File: src/rtl/cacheline_burst_adapter.sv
// Bridges a held 256-bit line request onto a 64-bit burst memory port.
// Each line request becomes BEATS beats, and line_resp pulses once when the burst completes.
module cacheline_burst_adapter #(
  parameter int LINE_WIDTH = 256,
  parameter int BEAT_WIDTH = 64,
  parameter int ADDR_WIDTH = 32
) (
  input  logic                  clk,
  input  logic                  rst,
  input  logic                  line_read,
  input  logic                  line_write,
  input  logic [ADDR_WIDTH-1:0] line_address,
  input  logic [LINE_WIDTH-1:0] line_wdata,
  output logic                  line_resp,
  output logic [LINE_WIDTH-1:0] line_rdata,
  output logic                  burst_read,
  output logic                  burst_write,
  output logic [ADDR_WIDTH-1:0] burst_address,
  output logic [BEAT_WIDTH-1:0] burst_wdata,
  input  logic [BEAT_WIDTH-1:0] burst_rdata,
  input  logic                  burst_resp
);

  localparam int BEATS = LINE_WIDTH / BEAT_WIDTH;
  localparam int OFFS  = $clog2(LINE_WIDTH / 8);
  localparam int CW    = (BEATS > 1) ? $clog2(BEATS) : 1;

  typedef enum logic [1:0] {IDLE, READ, WRITE, DONE} state_t;

  state_t                  state_reg, state_next;
  logic [CW-1:0]           cnt_reg;
  logic [LINE_WIDTH-1:0]   line_buf_reg;
  logic [ADDR_WIDTH-1:0]   addr_reg;
  logic                    last_beat;
  logic [ADDR_WIDTH-1:0]   aligned_address;
  logic                    unused_offset_bits;

  assign last_beat       = burst_resp && (cnt_reg == CW'(BEATS - 1));
  assign aligned_address = {line_address[ADDR_WIDTH-1:OFFS], {OFFS{1'b0}}};
  // Byte offset within the line never reaches the burst port.
  assign unused_offset_bits = ^line_address[OFFS-1:0];

  always_ff @(posedge clk or posedge rst) begin
    if (rst) state_reg <= IDLE;
    else     state_reg <= state_next;
  end

  always_comb begin
    state_next = state_reg;
    case (state_reg)
      IDLE: begin
        if (line_write)     state_next = WRITE;
        else if (line_read) state_next = READ;
      end
      READ:    if (last_beat) state_next = DONE;
      WRITE:   if (last_beat) state_next = DONE;
      DONE:    state_next = IDLE;
      default: state_next = IDLE;
    endcase
  end

  always_ff @(posedge clk or posedge rst) begin
    if (rst) begin
      cnt_reg      <= '0;
      line_buf_reg <= '0;
      addr_reg     <= '0;
    end else begin
      case (state_reg)
        IDLE: begin
          if (line_write) begin
            line_buf_reg <= line_wdata;
            addr_reg     <= aligned_address;
            cnt_reg      <= '0;
          end else if (line_read) begin
            addr_reg <= aligned_address;
            cnt_reg  <= '0;
          end
        end
        READ: begin
          if (burst_resp) begin
            line_buf_reg[int'(cnt_reg)*BEAT_WIDTH +: BEAT_WIDTH] <= burst_rdata;
            cnt_reg <= last_beat ? '0 : cnt_reg + CW'(1);
          end
        end
        WRITE: begin
          if (burst_resp) cnt_reg <= last_beat ? '0 : cnt_reg + CW'(1);
        end
        default: ;
      endcase
    end
  end

  always_comb begin
    line_resp   = 1'b0;
    burst_read  = 1'b0;
    burst_write = 1'b0;
    burst_wdata = '0;
    case (state_reg)
      READ:  burst_read = 1'b1;
      WRITE: begin
        burst_write = 1'b1;
        burst_wdata = line_buf_reg[int'(cnt_reg)*BEAT_WIDTH +: BEAT_WIDTH];
      end
      DONE:  line_resp = 1'b1;
      default: ;
    endcase
  end

  assign line_rdata    = line_buf_reg;
  assign burst_address = addr_reg;

endmodule
File: config.mk
export PLATFORM = sky130hd
export DESIGN_NAME = cacheline_burst_adapter
export DESIGN_NICKNAME = d
export VERILOG_FILES = /design/src/rtl/cacheline_burst_adapter.sv
export SDC_FILE = /design/constraint.sdc
export NUM_CORES = 1
export LEC_CHECK = 0
export ABC_AREA = 1
export ABC_CLOCK_PERIOD_IN_PS = 14980
export CAP_MARGIN = 0
export CORE_AREA = 8 8 269 271
export CTS_CLUSTER_DIAMETER = 40
export DETAILED_ROUTE_END_ITERATION = 6
export DIE_AREA = 0 0 277 279
export PLACE_DENSITY = 0.66
export SYNTH_ARGS = -nofsm -noshare
export SYNTH_HDL_FRONTEND = slang
export SYNTH_SLANG_ARGS = --single-unit
File: constraint.sdc
create_clock -name clk -period 14.98 [get_ports clk]
set_clock_uncertainty 0.15 [all_clocks]
set_input_delay 3.745 -clock clk [delete_from_list [all_inputs] [get_ports clk]]
set_output_delay 3.745 -clock clk [all_outputs]
set_load 0.01 [all_outputs]
==> results.json <==
{
  "viasPerCell": 4.957,
  "yosys_warnings": 0,
  "worst_pin_slew_ns": 1.176,
  "grt_util_met3_pct": 6.536,
  "slew_viol_final": 0,
  "synth_cell_types": 25,
  "ant_nets": 0,
  "dieArea_um2": 77280,
  "cts.repair.resized": 0,
  "layout.cells.non_filler": 4513,
  "nNetsFinal": 3926,
  "grt_max_degree": 109,
  "dr.pass1.iters": 6,
  "top_usage_layer": "met2",
  "setup_viol": 0,
  "grt-ovfl-total": 0,
  "initial_utilization_pct": 27.76,
  "synthCells": 2963,
  "hold_violations": 0,
  "critPathMostFrequentCell": "nand2_1",
  "relSlewSlack_pct": 21.35,
  "cp.arrival_ns": 3.99,
  "post_cts_buffers": 0,
  "gr-usage-met2_pct": 39.90,
  "cp_slowest_cell": "buf_4",
  "dp.cells": 4365,
  "routed-via-count": 22370,
  "drt_iter0_drc": 2162,
  "fp.coreArea_um2": 67990,
  "clock_latency_ns": 0.58,
  "synthTopCellsByArea": "dfrtp_1 38%, nand2_1 35%, nand3b_1 5.3%",
  "yosys_register_bits": 287,
  "synth_top_area_share_pct": 38.06,
  "whs_ns": 0.3439,
  "cp-end-kind": "primary output",
  "final_cell_mix": "1767 x nand2_1, 701 x clkdlybuf4s50_1, 286 x dfrtp_1",
  "num_io_pins": 712,
  "numCtsBuffers": 74,
  "die_y_um": 279,
  "grt_pass1_wl_um": 146600,
  "power_density_nw_per_um2": 235.1,
  "slowest_delay_ns": 0.84,
  "track_usage_pct": 24.76,
  "run_status": "complete, no violations",
  "peakVddDrop_v": 0.0001549,
  "port_buffers": 701,
  "core.rowCount": 96,
  "clk_path_buf_depth": 3,
  "crit_family": "buffers and inverters",
  "wl_um": 100100,
  "cts_tree": "yes",
  "ctsHoldBuffers": 0,
  "dpl_cell_area_um2": 25980,
  "die_w_um": 277,
  "routedWlPerCell_um": 22.18,
  "root_buffer": "clkbuf_16",
  "crit_path_cell_trace": "inv_4 -> buf_4 -> nand2_1 -> nand2_1 -> nand2_1 -> a21oi_1 -> clkdlybuf4s50_1",
  "area_growth_pct": 51.46,
  "drcViolationCount": 0,
  "crit_fanout": 67,
  "hold_path_class": "register to register",
  "crit_path_start_kind": "register",
  "p_leak_nw": 13.91,
  "stdcell_area_um2": 28580,
  "fin_crit_sh_pct": 52.61,
  "clk_pin_slew_ns": 0.05,
  "cp.required_ns": 11.09,
  "setup_ws_ns": 7.099,
  "cts_sinks": 287,
  "setup-tns-final_ns": 0,
  "drv_cap": 0,
  "largest_register_ff_count": 256,
  "global_route.usage.met1_pct": 30.63,
  "synth-seq-area-share_pct": 38.06,
  "clock.fmax_mhz": 126.9,
  "first_global_vias": 21800,
  "yosys.area.top_type": "dfrtp_1",
  "finalCriticalPeriod_ns": 7.881,
  "drive_gt1_share_pct": 5.307,
  "grt_antenna_before_repair": 21,
  "synthesis.area_um2": 18870,
  "htreeDepth": 3,
  "rsz0062_at_grt": "no",
  "crit_buf_inv": 3,
  "final_common_cell": "nand2_1",
  "hpwl_um": 64890,
  "pre_cts_ws_ns": 7.772,
  "critPathKind": "register to primary output",
  "gp_congestion": 0.8994,
  "syn_area_per_cell_um2": 6.368
}
## power breakdown
| part | leakage, nW | total, mW | switching [mW] | internal [mW] |
|---|---|---|---|---|
| clock | 1.24 | 1.65 | 0.534 | 1.12 |
| sequential | 3.63 | 1.45 | 0.310 | 1.14 |
| combinational | 9.04 | 3.62 | 2.30 | 1.33 |
| total | 13.9 | 6.72 | 3.14 | 3.58 |
## stage by stage
step	util, %	power, mW
2_1_floorplan	-	3.357
3_3_place_gp	38.22	5.018
3_5_place_dp	38.22	5.048
4_1_cts	41.99	6.737
5_1_grt	42.03	7.107
6_report	42.04	6.719
## layout make-up
cell class	instances	area [µm²]
antenna	13	32.53
clock buffer	94	2068
clock inverter	41	494.2
fill	7011	39410
inverter	44	185.2
multi-input combinational	2418	10250
sequential	287	7186
tap	882	1104
timing repair buffer	734	7264
## cells in the mapped netlist (all sizes together)
cell / number
nand3b: 132
a21oi: 66
clkbuf: 32
dfrtp: 287
nand3: 66
buf: 186
conb: 1
nand2: 1772
o21ai: 160
ha: 10
inv: 44
nor2: 207
## path summary, 6_finish.rpt
path                                  from         endpoint  slack, ns  cells past startpoint
setup / recovery                cnt_reg[0]  burst_wdata[60]       7.10                      7
hold / removal             line_rdata[216]  line_rdata[216]       0.34                      2
setup reg to reg                cnt_reg[0]   line_rdata[95]       9.62                     10
hold reg to reg            line_rdata[216]  line_rdata[216]       0.34                      2
max in group asynchronous              rst  line_rdata[239]       8.72                      4
min in group asynchronous              rst   line_rdata[11]       3.49                      2
## worst min-delay path, delay by kind of cell, from the launching register on
family           cells  cell delay [ns]
DFF                  1             0.35
and+or+nand+nor      2             0.11
## layer usage
| metal | wire, µm | vias up |
|---|---|---|
| met5 | 77 | - |
| met4 | 4443 | 12 |
| met3 | 9639 | 274 |
| met2 | 46890 | 1295 |
| met1 | 39030 | 10410 |
| li1 | - | 10380 |
## cells by family after synthesis
group	after synthesis	synth area share [%]
adder cells (fa/ha/maj)	10	0.6631
AO/OA/AOI/OAI	226	5.994
buffers and inverters	262	7.917
AND/OR/NAND/NOR	2177	47.34
flip-flops	287	38.06
other	1	0.01987
Power figures use the tool's default switching activity.
